### src/rtl/fp_comp_issue.sv
// fp_comp_issue: issue sequencer for the floating-point comparator.
// It accepts one compare command at a time on a valid/ready request port,
// drives the operands and a one-cycle act pulse to an external comparator,
// waits for the comparator's registered result, and returns the result on
// a valid/ready response port. Only one operation is in flight at a time.
//
// Ports:
//   clk, rst                  clock, asynchronous active-low reset
//   req_valid/req_ready       command handshake; req_op/req_a/req_b payload
//                             (op 0 EQ, 1 LT, 2 LE, 3 MIN, 4 MAX, 5-7 illegal)
//   cmp_in1/cmp_in2/cmp_act   operands and start pulse to the comparator
//   cmp_eq/great/less/done/inv   comparator results
//   rsp_valid/rsp_ready       response handshake
//   rsp_data                  MIN/MAX selected operand, zero for EQ/LT/LE
//   rsp_flag                  boolean result for EQ/LT/LE, zero for MIN/MAX
//   rsp_inv / rsp_timeout     invalid result / comparator never finished
//   stat_ops / stat_inv       saturating statistics counters
//
// Build option: define FP_CMP_ISSUE_STATS_EN to enable the statistics
// counters; otherwise stat_ops/stat_inv are tied to zero.
module fp_comp_issue #(
    parameter int W       = 32,
    parameter int LAT     = 2,
    parameter int TIMEOUT = 16
) (
    input  logic         clk,
    input  logic         rst,
    input  logic         req_valid,
    output logic         req_ready,
    input  logic [2:0]   req_op,
    input  logic [W-1:0] req_a,
    input  logic [W-1:0] req_b,
    output logic [W-1:0] cmp_in1,
    output logic [W-1:0] cmp_in2,
    output logic         cmp_act,
    input  logic         cmp_eq,
    input  logic         cmp_great,
    input  logic         cmp_less,
    input  logic         cmp_done,
    input  logic         cmp_inv,
    output logic         rsp_valid,
    input  logic         rsp_ready,
    output logic [W-1:0] rsp_data,
    output logic         rsp_flag,
    output logic         rsp_inv,
    output logic         rsp_timeout,
    output logic [15:0]  stat_ops,
    output logic [15:0]  stat_inv
);

    localparam int CW = $clog2(TIMEOUT + 1);
    localparam logic [CW-1:0] LAT_C     = CW'(LAT);
    // Last WAIT count; leaving here makes the response appear TIMEOUT cycles after act.
    localparam logic [CW-1:0] TO_LAST_C = CW'(TIMEOUT - 1);
    localparam logic [W-1:0]  QNAN_C    = W'(32'h7FC0_0000);

    localparam logic [2:0] OP_EQ  = 3'd0;
    localparam logic [2:0] OP_LT  = 3'd1;
    localparam logic [2:0] OP_LE  = 3'd2;
    localparam logic [2:0] OP_MIN = 3'd3;
    localparam logic [2:0] OP_MAX = 3'd4;

    typedef enum logic [1:0] {
        S_IDLE  = 2'd0,
        S_ISSUE = 2'd1,
        S_WAIT  = 2'd2,
        S_RESP  = 2'd3
    } state_e;

    state_e         state_q, state_d;
    logic [2:0]     op_q, op_d;
    logic [CW-1:0]  cnt_q, cnt_d;
    logic           req_ready_q, req_ready_d;
    logic           cmp_act_q, cmp_act_d;
    logic [W-1:0]   cmp_in1_q, cmp_in1_d;
    logic [W-1:0]   cmp_in2_q, cmp_in2_d;
    logic           rsp_valid_q, rsp_valid_d;
    logic [W-1:0]   rsp_data_q, rsp_data_d;
    logic           rsp_flag_q, rsp_flag_d;
    logic           rsp_inv_q, rsp_inv_d;
    logic           rsp_timeout_q, rsp_timeout_d;

    logic [W-1:0]   res_data_s;
    logic           res_flag_s;
    logic           res_inv_s;

    // Translate the comparator flags into a response for the latched op.
    always_comb begin
        res_data_s = {W{1'b0}};
        res_flag_s = 1'b0;
        res_inv_s  = cmp_inv;
        if (cmp_inv) begin
            if ((op_q == OP_MIN) || (op_q == OP_MAX)) begin
                res_data_s = QNAN_C;
            end else begin
                res_data_s = {W{1'b0}};
            end
        end else begin
            case (op_q)
                OP_EQ:   res_flag_s = cmp_eq;
                OP_LT:   res_flag_s = cmp_less;
                OP_LE:   res_flag_s = cmp_less | cmp_eq;
                // Ties return operand A for both MIN and MAX.
                OP_MIN:  res_data_s = cmp_great ? cmp_in2_q : cmp_in1_q;
                OP_MAX:  res_data_s = cmp_less  ? cmp_in2_q : cmp_in1_q;
                default: res_inv_s  = 1'b1;
            endcase
        end
    end

    // Sequencer next-state and next-output logic.
    always_comb begin
        state_d       = state_q;
        op_d          = op_q;
        cnt_d         = cnt_q;
        req_ready_d   = 1'b0;
        cmp_act_d     = 1'b0;
        cmp_in1_d     = cmp_in1_q;
        cmp_in2_d     = cmp_in2_q;
        rsp_valid_d   = rsp_valid_q;
        rsp_data_d    = rsp_data_q;
        rsp_flag_d    = rsp_flag_q;
        rsp_inv_d     = rsp_inv_q;
        rsp_timeout_d = rsp_timeout_q;
        case (state_q)
            S_IDLE: begin
                if (req_valid && req_ready_q) begin
                    op_d      = req_op;
                    cmp_in1_d = req_a;
                    cmp_in2_d = req_b;
                    if (req_op <= OP_MAX) begin
                        state_d   = S_ISSUE;
                        cmp_act_d = 1'b1;
                        cnt_d     = {CW{1'b0}};
                    end else begin
                        // Illegal op: answer directly without touching the comparator.
                        state_d       = S_RESP;
                        rsp_valid_d   = 1'b1;
                        rsp_data_d    = {W{1'b0}};
                        rsp_flag_d    = 1'b0;
                        rsp_inv_d     = 1'b1;
                        rsp_timeout_d = 1'b0;
                    end
                end else begin
                    req_ready_d = 1'b1;
                end
            end
            S_ISSUE: begin
                state_d = S_WAIT;
                cnt_d   = cnt_q + CW'(1);
            end
            S_WAIT: begin
                // Below LAT the comparator still shows the previous operation.
                if ((cnt_q >= LAT_C) && cmp_done) begin
                    state_d       = S_RESP;
                    rsp_valid_d   = 1'b1;
                    rsp_data_d    = res_data_s;
                    rsp_flag_d    = res_flag_s;
                    rsp_inv_d     = res_inv_s;
                    rsp_timeout_d = 1'b0;
                end else if (cnt_q == TO_LAST_C) begin
                    state_d       = S_RESP;
                    rsp_valid_d   = 1'b1;
                    rsp_data_d    = {W{1'b0}};
                    rsp_flag_d    = 1'b0;
                    rsp_inv_d     = 1'b1;
                    rsp_timeout_d = 1'b1;
                end else begin
                    cnt_d = cnt_q + CW'(1);
                end
            end
            S_RESP: begin
                if (rsp_ready) begin
                    state_d     = S_IDLE;
                    rsp_valid_d = 1'b0;
                    req_ready_d = 1'b1;
                end else begin
                    state_d = S_RESP;
                end
            end
            default: begin
                state_d     = S_IDLE;
                rsp_valid_d = 1'b0;
            end
        endcase
    end

    // State and registered outputs.
    always_ff @(posedge clk or negedge rst) begin
        if (!rst) begin
            state_q       <= S_IDLE;
            op_q          <= 3'd0;
            cnt_q         <= {CW{1'b0}};
            req_ready_q   <= 1'b0;
            cmp_act_q     <= 1'b0;
            cmp_in1_q     <= {W{1'b0}};
            cmp_in2_q     <= {W{1'b0}};
            rsp_valid_q   <= 1'b0;
            rsp_data_q    <= {W{1'b0}};
            rsp_flag_q    <= 1'b0;
            rsp_inv_q     <= 1'b0;
            rsp_timeout_q <= 1'b0;
        end else begin
            state_q       <= state_d;
            op_q          <= op_d;
            cnt_q         <= cnt_d;
            req_ready_q   <= req_ready_d;
            cmp_act_q     <= cmp_act_d;
            cmp_in1_q     <= cmp_in1_d;
            cmp_in2_q     <= cmp_in2_d;
            rsp_valid_q   <= rsp_valid_d;
            rsp_data_q    <= rsp_data_d;
            rsp_flag_q    <= rsp_flag_d;
            rsp_inv_q     <= rsp_inv_d;
            rsp_timeout_q <= rsp_timeout_d;
        end
    end

    assign req_ready   = req_ready_q;
    assign cmp_act     = cmp_act_q;
    assign cmp_in1     = cmp_in1_q;
    assign cmp_in2     = cmp_in2_q;
    assign rsp_valid   = rsp_valid_q;
    assign rsp_data    = rsp_data_q;
    assign rsp_flag    = rsp_flag_q;
    assign rsp_inv     = rsp_inv_q;
    assign rsp_timeout = rsp_timeout_q;

`ifdef FP_CMP_ISSUE_STATS_EN
    logic [15:0] stat_ops_q;
    logic [15:0] stat_inv_q;

    // Saturating counts of issued operations and invalid responses delivered.
    always_ff @(posedge clk or negedge rst) begin
        if (!rst) begin
            stat_ops_q <= 16'h0000;
            stat_inv_q <= 16'h0000;
        end else begin
            if ((state_q == S_ISSUE) && (stat_ops_q != 16'hFFFF)) begin
                stat_ops_q <= stat_ops_q + 16'd1;
            end
            if (rsp_valid_q && rsp_ready && rsp_inv_q && (stat_inv_q != 16'hFFFF)) begin
                stat_inv_q <= stat_inv_q + 16'd1;
            end
        end
    end

    assign stat_ops = stat_ops_q;
    assign stat_inv = stat_inv_q;
`else
    assign stat_ops = 16'h0000;
    assign stat_inv = 16'h0000;
`endif

endmodule

### config.mk
export PLATFORM = sky130hd
export DESIGN_NAME = fp_comp_issue
export DESIGN_NICKNAME = d
export VERILOG_FILES = /design/src/rtl/fp_comp_issue.sv
export SDC_FILE = /design/constraint.sdc
export NUM_CORES = 1
export LEC_CHECK = 0
export ABC_AREA = 1
export ABC_CLOCK_PERIOD_IN_PS = 2680
export BUFFER_PORTS_ARGS = -buffer_cell sky130_fd_sc_hd__buf_2
export CORE_AREA = 4 4 123 125
export CTS_CLUSTER_DIAMETER = 50
export DETAILED_ROUTE_END_ITERATION = 10
export DIE_AREA = 0 0 127 129
export GPL_TIMING_DRIVEN = 0
export HOLD_SLACK_MARGIN = 0.15
export PLACE_DENSITY = 0.69
export SLEW_MARGIN = 15
export SYNTH_ARGS = -nofsm -noshare
export SYNTH_HDL_FRONTEND = slang
export SYNTH_SLANG_ARGS = --single-unit
### constraint.sdc
create_clock -name clk -period 2.68 [get_ports clk]
set_clock_uncertainty 0.15 [all_clocks]
set_input_delay 0.134 -clock clk [delete_from_list [all_inputs] [get_ports clk]]
set_output_delay 0.134 -clock clk [all_outputs]
set_load 0.01 [all_outputs]
# Word level (Yosys, flattened, before mapping)

Index checks and enable logic that the tools add are counted.

Register bits after elaboration: 112
Input bits: 76

Add/subtract/negate cells: 1
Order comparisons: 2
Equal/unequal tests: 15
Multiplexer cells: 46
Bitwise operators: 1
Reductions and logical operators: 14

Operator list:

| operator            | count |
|---|---|
| $mux 32             | 7 |
| $pmux 32 s2         | 2 |
| $mux 31             | 1 |
| $mux 5              | 4 |
| $mux 1              | 19 |
| $pmux 5 s3          | 1 |
| $ne 2x2->1 const B  | 6 |
| $mux 2              | 5 |
| $reduce_and 5->1    | 2 |
| $pmux 1 s2          | 4 |
| $pmux 2 s4          | 1 |
| $eq 3x2->1 const B  | 2 |
| $pmux 1 s3          | 2 |
| $reduce_bool 3->1   | 2 |
| $add 5x1->5 const B | 1 |
| $eq 5x4->1 const B  | 1 |
| $ge 5x2->1 const B  | 1 |
| $reduce_or 5->1     | 1 |
| $eq 2x2->1 const B  | 2 |
| $reduce_and 2->1    | 2 |
| $reduce_and 4->1    | 1 |
| $eq 3x1->1 const B  | 1 |
| $eq 3x3->1 const B  | 1 |
| $le 3x3->1 const B  | 1 |
| other kinds (8)     | 9 |

# Longest topological paths before layout

Gate-level depths: netlist of the first run.

Depth in word-level cells: 6
Gate-level depth with buffers: 10
Gate-level depth less buffers: 10

# Worst setup path after synthesis of the first run

OpenSTA, ideal clock, no wires.

Kind: reg2reg
Start: register cnt_q[1]
End: register rsp_inv_q, in the netlist rsp_inv
Setup time: 0.124 ns
Arrival: 1.452 ns
Path slack: 0.954 ns
Cell stages (with the launch flop): 11
Path buffers: 1
Period minus slack after synthesis: 1.726 ns
Cells stage by stage: dfrtp_1 -> ha_1 -> inv_1 -> nor3_1 -> ha_1 -> inv_1 -> nand3_2 -> nand3_4 -> buf_6 -> nand2_1 -> o21ai_1

Word-level cells in the longest chain between the ends: 4
Elaborated cells on any way between the ends: 7
Those cells by class: order compare: 1; eq/ne: 2; mux: 2; reduce/logical: 2

RTL lines:

| what                                                            | line | text |
|---|---|---|
| from (decl)                                                     | 72   | `logic [CW-1:0] cnt_q, cnt_d;` |
| from (signal assigned)                                          | 193  | `cnt_q <= {CW{1'b0}};` |
| from (signal assigned)                                          | 206  | `cnt_q <= cnt_d;` |
| $ge 5x2->1                                                      | 154  | `if ((cnt_q >= LAT_C) && cmp_done) begin` |
| $logic_and 1x1->1                                               | 154  |  |
| $ne 3x3->1 (no line) / $mux 1 (equally long branches)           | n/a  |  |
| $reduce_and 4->1 (no line) / $pmux 1 s2 (equally long branches) | n/a  |  |
| to (signal assigned)                                            | 214  | `rsp_inv_q <= rsp_inv_d;` |
| to (decl)                                                       | 80   | `logic rsp_inv_q, rsp_inv_d;` |

Parallel ways exist; a longest one is shown, timed or not.
A chain may end at the register's enable or synchronous reset.

# Worst setup path in the final report of the first run

Start: register state_q[0]
End: register rsp_flag_q, in the netlist rsp_flag

Word-level cells in the longest chain between the ends: 3
Elaborated cells on any way between the ends: 8
Those cells by class: eq/ne: 4; mux: 1; reduce/logical: 3

RTL lines:

| what                                                 | line | text |
|---|---|---|
| from (decl)                                          | 70   | `state_e state_q, state_d;` |
| from (signal assigned)                               | 204  | `state_q <= state_d;` |
| $eq 2x2->1 / $logic_not 2->1 (equally long branches) | 125  | `case (state_q)` |
| $ne 3x3->1 (no line) (tied with other cells)         | n/a  |  |
| $reduce_and 4->1 (no line)                           | n/a  |  |
| to (signal assigned)                                 | 213  | `rsp_flag_q <= rsp_flag_d;` |
| to (decl)                                            | 79   | `logic rsp_flag_q, rsp_flag_d;` |

Parallel ways exist; a longest one is shown, timed or not.

==> results, run 1 <==
- Synthesis produced 756 cells.
- For this design the top-level I/O count stands at between 200 and 250.
- The multi-input gate area in the final layout is 2475 um2.
- The wire-length estimate of the detail-placed layout is 13810 um.
- The antenna violation net count after detailed routing is 0.
- The most area-hungry cell type in the Yosys netlist is dfrtp_1.
- The final critical delay including setup and external delays is between 2 and 2.5 ns.
- The count of pins over their slew limit came to 0.
- The number of vias after detailed routing is 5980.
- The count of cells along the worst register-to-register path is 8.
- A synthesized cell averages 7.893 um2.
- The Yosys step of the flow raised 0 warnings.
- The full die area is 16380 um2.
- The core region is 13880 um2.
- For the worst setup path, the data required time is 2.82 ns.
- The signal on the critical path passes through inv_1 > ha_1 > nand3_4 > nor2_4 > buf_6 > nand2_1 > dlygate4sd3_1 > o21ai_1.
- In this design, the stage delay of the slowest critical-path cell is 0.55 ns.
- The final-layout fill cell count is 1301.
- In this run, post-CTS repair resized a total of 0 instances.
- Counting distinct cell types in the post-synthesis netlist gives 28.
- The launching element type of the critical path is a flop.
- The number of clock buffers inserted by TritonCTS is 9.
- The netlist area before placement is 5967 um2.
- The most frequently used cell type in the post-synthesis netlist is nand2_1.
- The first detailed-routing pass took 5 iterations.
- Across the whole layout, storage elements account for between 2000 and 3000 um2.
- The timing-limited maximum frequency is between 0.4 and 0.5 GHz.
- The H-tree was split into 3 levels.
- The maximum clock path buffer count is 2.
- The slowest stage cell on the critical path is dlygate4sd3_1.
- Power spread over the standard cell area amounts to a little over 900 nW/um2.
- The DRC violation count after routing is 0.
- The wire length of the first global-routing pass is 30090 um.
- The synthesized-area fraction occupied by and/or/nand/nor cells is 0.2137.
- Of the total power, the clock network draws 0.192.
- Of the synthesized area, sequential elements account for 0.4697.
- For this block, the initial DRC count from the detailed router was 341.
- The post-place setup slack is 0.6518 ns.
- The leakage dissipation is 4.303 nW.
- Headroom to the max-slew limit came out at 0.5750.
- The die is roughly 130 um tall.
- The initial utilization of the core area, before any placement, comes to 0.4299.
- The highest metal layer with signal wires is met4.
- The power spent charging and discharging nets is approximately 3.2 mW.
- TritonCTS built the clock tree.
- The share of total power dissipated in combinational logic is 0.457.
- The biggest fanout along the worst timing path is 10.
- The adder-cell share of the synthesized area is 0.01468.
- Of the total power, the share spent switching nets is 0.4232.
- The number of buffer cells added on primary ports is roughly 180.
- The total chip power is 7.617 mW.
- The final count of negative-setup-slack endpoints is 0.
- In the final routing, the length of wire on met1 measures 8025 um.
- The placed standard-cell area is 7223 um2.
- The number of sinks on the clock net is 112.
- Ranked by instance count, the synthesized netlist is headed by nand2_1 (195), dfrtp_1 (112), inv_1 (77).
- At the later pin of the worst-skew pair, clock insertion delay measures 0.36 ns.
- The proportion of netlist area held by the largest area contributor is 0.4697.
- The per-cell routed wire length is roughly 16 um.
- The aggregate negative setup slack is 0 ns.
- After synthesis, the largest family of logic cells by area is simple AND/OR/NAND/NOR gates.
- The sum of overflow across all layers after global routing is 0.
- The number of antenna violations at the first check in global routing was 0.
- The per-cell via count in the routed design is ~4.8.
- In this run the post-CTS setup repair buffer count came out at 0.
- In this run, synthesis inferred 0 flip-flops with an integrated enable.
- The number of nets in the finished design is 1133.
- The predominant post-synthesis flop cell is dfrtp_1.
- The max-cap check violation count is 0.
- The largest vdd supply drop is 616.4 uV.
- The fraction of final layout cells sized beyond drive strength 1 is 0.2597.
- The final critical-path setup slack is 0.3173 ns.
- The internal power component is 4.394 mW.
- The run finished with clean final reports.
- The number of flip-flops and latches in the synthesized netlist is 112.
- The actual slew at the worst max-slew pin is 0.6375 ns.
- Data on the critical path arrives at its endpoint at 2.50 ns.
- Of the total power, registers draw 0.351.
- For this run, the total global-route usage over all layers was measured as 0.2339.
- By area the synthesized netlist is led by dfrtp_1 (47%), nand2_1 (12%), o211ai_1 (5.8%).
- The share of the synthesized area in compound gates (AO/OA/AOI/OAI) is 0.1596.
- From synthesis to final layout, the design area changed by 39.00%.
- The fraction of the cycle the final worst path needs is 0.8816.
- The aggregate routed wire length is around 19000 um.
- Setup repair after global routing left no endpoint under its margin.
- The total count of hold-check failures in the final report came to 0.
- Routability-driven placement finished with a final weighted congestion of 0.8500.
- The sort of element at the end of the critical path is a flop.
- The repair_antennas step left the layout with diodes totalling 0.
- The floorplan die width is between 100 and 150 um.
- Of the total synthesized cell area, the portion taken by XOR and XNOR cells is 0.002936.
- The amount of wire on met2 after detailed routing is 9058 um.
- Of the post-synthesis cell area, the part taken by muxes is 0.003774.
- After routing the design area is 8294 um2.
- The number of standard-cell rows in the floorplan is 43.
- The length of routed met3 wiring is 1547 um.
- The share of flip-flops with an asynchronous set or reset after synthesis is 1.000.
- The worst min-delay path category is input pin to asynchronous set/reset pin.
- The critical setup path kind is flop to flop.
- The pin count of the biggest net entering global routing is slightly below 60.
- The via count of the first global-routing pass is 5803.
- Clock-pin slew was measured on the worst setup and hold paths at around 0.070 ns.
- The root buffer selected by CTS is clkbuf_16.
- The worst hold margin is 0.1432 ns.
sequential cells by signal (all words and copies together), names as in the netlist, 2 cells and up:
| name | count |
|---|---|
| cmp_in2 | 32 |
| state_q | 2 |
| op_q | 3 |
| cmp_in1 | 32 |
| rsp_data | 32 |
| cnt_q | 5 |
worst max-delay path, delay by kind of cell (launching register included):
kind,cells,cell delay (ns)
adders and majority gates,1,0.36
DFF,1,0.42
AOI/OAI and AO/OA,1,0.13
and+or+nand+nor,3,0.40
buffers and inverters,3,0.83
final cells by class:
cell class / instances / share of cell area
clock buffers: 9 / 0.02715
multi-input cells: 519 / 0.2984
clock inverters: 7 / 0.01146
repair buffers: 252 / 0.2008
plain buffers: 73 / 0.05959
inverters: 83 / 0.03756
flip-flops and latches: 112 / 0.3379
well taps: 180 / 0.02715
worst paths after layout:
| kind | startpoint | to | slack [ns] |
|---|---|---|---|
| max | state_q[0] | rsp_flag | 0.32 |
| min | rst | cmp_in1[24] | 0.14 |
| max reg2reg | state_q[0] | rsp_flag | 0.32 |
| min reg2reg | rsp_data[0] | rsp_data[0] | 0.34 |
| max in group asynchronous | rst | cmp_in2[8] | 1.58 |
| min in group clk | cmp_less | rsp_data[30] | 0.19 |
timing repair:
action | in CTS | in global routing
hold endpoints to repair | 210 | 0
hold buffers | 75 | 0
setup endpoints to repair | 0 | 0
per-stage QoR:
step / cells / util
floorplan: 787 / -
finish: 1235 / 0.5975
global placement: 1143 / 0.5179
CTS: 1235 / 0.5975
detailed placement: 1144 / 0.5204
global route: 1235 / 0.5975
layout by cell type, fill, tap and decap left out, types with 3 or more instances in the layout:
cell type	Yosys	layout
nand3_1	28	28
dfrtp_1	112	112
nor2_2	4	4
buf_4	35	35
nand2_1	195	195
ha_1	7	7
inv_1	77	77
o21ai_0	9	9
nor3_1	3	3
nor2_1	71	71
clkbuf_16	0	9
inv_2	4	4
o211ai_1	46	46
clkbuf_1	12	12
a21oi_1	68	68
buf_6	9	10
conb_1	1	32
o21ai_1	41	41
dlygate4sd3_1	0	75
buf_2	17	192
kinds of logic (layout without fill, tap and decap cells):
kind of cell             count (synthesis)  after routing
AND/OR/NAND/NOR                        310            310
AO/OA/AOI/OAI                          166            166
buffers and inverters                  156            424
flip-flops                             112            112
adder cells (fa/ha/maj)                  7              7
XOR/XNOR                                 2              2
multiplexers                             2              2
other                                    1             32
layer usage:
layer | track usage | vias up
met5 | 0 | -
met4 | 0.1016 | 0
met3 | 0.06559 | 58
met2 | 0.3745 | 246
met1 | 0.2981 | 2726
li1 | - | 2950
power by group through the flow:
stage	logic [mW]	clock network [mW]	registers, mW
4_1_cts	3.48	1.50	2.67
3_5_place_dp	3.38	0	2.69
5_1_grt	3.86	1.57	2.75
3_3_place_gp	3.33	0	2.68
2_1_floorplan	1.93	0	2.88
6_report	3.48	1.46	2.68
Note: power is estimated with default switching activity, not from simulation.
==> inputs of run 2 (changes only) <==
Settings changed: BUFFER_PORTS_ARGS -buffer_cell sky130_fd_sc_hd__buf_2 to -buffer_cell sky130_fd_sc_hd__buf_4, MAX_ROUTING_LAYER set to met4.
==> results, run 2 (synthesis results as in run 1) <==
- The DRC violation count after routing is 0 (unchanged).
- The antenna violation net count after detailed routing is 0 (unchanged).
- The number of clock buffers inserted by TritonCTS is 9 (unchanged).
- The aggregate negative setup slack is 0 ns (unchanged).
- Setup repair after global routing left no endpoint under its margin.
- The startpoint of the most critical hold path is cmp_less.
- The number of antenna violations at the first check in global routing was 0 (unchanged).
- The max-cap check violation count is 0 (unchanged).
- The half-perimeter wire length after placement is 13910 um (+0.72%).
- The number of top-level pins was 210 (unchanged).
- From synthesis to final layout, the design area changed by 46.28%.
- In the layout the commonest cells are buf_4 (210), nand2_1 (195), dfrtp_1 (112), inv_1 (77), dlygate4sd3_1 (75).
- The actual slew at the worst max-slew pin was 0.5970 ns (-0.04053 ns).
- The run finished with clean final reports.
- The per-cell via count in the routed design was 4.890 (+0.99%).
- The post-CTS clock slew at the launch and capture registers of the worst setup and hold paths is 0.07 ns (about the same).
- The endpoint identified for the worst register-to-register timing path is rsp_data[3].
- The via count of the first global-routing pass is 6006 (+3.5%).
- The number of cells traversed by the worst hold path is 7.
- The slack of the worst reg-to-reg path is 0.41 ns (+0.10 ns).
- The floorplan die width is 127 um (unchanged).
- The sum of overflow across all layers after global routing is 0 (unchanged).
- The number of H-tree levels is 3 (unchanged).
- The path with the worst hold slack has its endpoint at rsp_data[30].
- The number of buffer cells added on primary ports was 176 (unchanged).
- The critical setup path kind is flop to flop.
- The count of antenna diodes in the layout is 0 (unchanged).
- The fraction of power spent switching nets came to 0.4171 (-0.006093).
- The number of sinks on the clock net is 112 (unchanged).
- The biggest fanout along the worst timing path is 7 (-3).
- The aggregate routed wire length is 19860 um (+2.5%).
- The overall fraction of global-route tracks in use is 0.2498 (+0.01589).
- The maximum clock path buffer count came to 2 (unchanged).
- The utilization of the core after routing is 0.6288 (+0.03128).
- STA classifies the critical path endpoint as a flop.
- The fraction of final layout cells sized beyond drive strength 1 is 0.2595 (about the same).
- The clock insertion delay at the later pin of the skew report is 0.37 ns (about the same).
- The number of standard-cell rows in the floorplan is 43 (unchanged).
- The final critical delay including setup and external delays was 2.265 ns (-0.09756 ns).
- The pin count of the biggest net entering global routing is 76 (+29%).
- The internal power component is 4.601 mW (+4.7%).
- The wire length of the first global-routing pass was 31140 um (+3.5%).
- The worst hold path belongs to the class input pin to flop.
- The total count of hold-check failures in the final report came to 0 (unchanged).
- The full die area is 16380 um2 (unchanged).
- The number of vias after detailed routing came to 6044 (+1.1%).
- The number of nets in the finished design came to 1134 (+0.088%).
- The power spent charging and discharging nets is 3.292 mW (+2.1%).
- CTS placed an instance of clkbuf_16 at the clock tree root.
- The clock group share of total power is 0.177 (-0.015).
- TritonCTS built the clock tree.
- The ratio of total power to cell area is 904.3 nW/um2 (-1.5%).
- The die extent in y was 129 um (unchanged).
- The routability congestion estimate from global placement is 0.8860 (+4.2%).
- The power share of the combinational group is 0.481 (+0.024).
- The timing-limited maximum frequency is 0.4415 GHz (+4.3%).
- The leakage dissipation came to 4.443 nW (+3.2%).
- In this run the critical register-to-register path is launched from state_q[0].
- The final count of negative-setup-slack endpoints is 0 (unchanged).
- The fraction of the cycle the final worst path needs came to 0.8452 (-0.03640).
- The post-route non-filler standard cell count is 1236 (+0.081%).
- The count of cells along the worst register-to-register path is 7 (-1).
- The initial DRC count is 397 (+16%).
- The number of instances in the placed design is 1144 (unchanged).
- The number of buffers inserted by post-CTS setup repair was 0 (unchanged).
- The final-layout fill cell count came to 1235 (-5.1%).
- The effective utilization at floorplan is 0.4299 (unchanged).
- The worst setup path is launched from a flop.
- The first-pass iteration count of the detailed router is 5 (unchanged).
- The critical path arrival came to 2.41 ns (-0.09 ns).
- The total core area is 13880 um2 (unchanged).
- The largest vdd supply drop came to 555.7 uV (-9.9%).
- The sequential fraction of design power is 0.342 (-0.009).
- The most common cell after layout, fill and taps aside is buf_4.
- The per-cell routed wire length is 16.07 um (+2.4%).
- The worst slew margin relative to its limit is 0.6020 (+0.02702).
- The data required time of the critical path came to 2.82 ns (about the same).
- The count of pins over their slew limit is 0 (unchanged).
## run 2: cell count changes in the layout (fill, tap and decap cells not counted)
| cell | change |
|---|---|
| inv_8 | +1 |
| clkinv_4 | -1 |
| buf_4 | +175 |
| bufinv_16 | -1 |
| buf_12 | +1 |
| clkbuf_1 | +1 |
| buf_2 | -175 |
## run 2: worst max-delay path by stage
stage,depth (start not counted),to,slack (ns),start
floorplan,10,rsp_inv,0.95,cnt_q[1]
global placement,7,cmp_in1[25],0.72,state_q[0]
detailed placement,7,cmp_in1[27],0.67,state_q[0]
CTS,7,rsp_data[3],0.40,state_q[0]
global route,7,rsp_data[3],0.30,state_q[0]
finish,7,rsp_data[3],0.41,state_q[0]
## run 2: repair_timing
item / 4_1_cts / 5_1_grt
hold endpoints to repair: 223 / 0
hold buffers: 76 / 0
gates resized for setup: 0 / 0
## run 2: per-layer routing
| layer | part of all wire | track usage | up-vias |
|---|---|---|---|
| met5 | 0 | - | - |
| met4 | 0.032 | 0.1003 | 0 |
| met3 | 0.076 | 0.05272 | 49 |
| met2 | 0.48 | 0.3973 | 255 |
| met1 | 0.41 | 0.3128 | 2789 |
| li1 | - | - | 2951 |
## run 2: power groups by stage
stage	sequential, mW	combinational (mW)	clock, mW
after floorplan	2.88	1.93	0
after global placement	2.71	3.64	0
after detailed placement	2.71	3.69	0
after CTS	2.68	3.80	1.41
after global routing	2.78	4.21	1.48
final	2.70	3.80	1.39
## run 2: cell type report
cell class / instances / area, um2 / share of cell area
buffer: 73 / 494.2 / 0.05662
clock buffer: 10 / 229.0 / 0.02623
clock inverter: 6 / 67.56 / 0.007741
inverter: 83 / 311.5 / 0.03569
multi-input combinational: 519 / 2475 / 0.2835
sequential: 112 / 2803 / 0.3211
tap: 180 / 225.2 / 0.02580
timing repair buffer: 253 / 2123 / 0.2433
## run 2: worst max-delay path: stages, from the launching register on
cell,delay (ns)
dfrtp_1,0.43
inv_1,0.10
ha_1,0.37
nand3_4,0.16
nor2_4,0.15
dlygate4sd3_1,0.63
nand2_1,0.08
o21ai_1,0.12
## run 2: stage by stage
step / worst slack, ns / instance area, um2 / hold WS (ns) / total power [mW]
3_5_place_dp: 0.6675 / 7661 / -0.08863 / 6.400
6_report: 0.4149 / 8728 / 0.1760 / 7.893
5_1_grt: 0.2999 / 8728 / 0.2446 / 8.465
3_3_place_gp: 0.7212 / 7630 / 0.2189 / 6.340
2_1_floorplan: 0.9538 / 6083 / -0.3116 / 4.807
4_1_cts: 0.3976 / 8728 / 0.1760 / 7.893
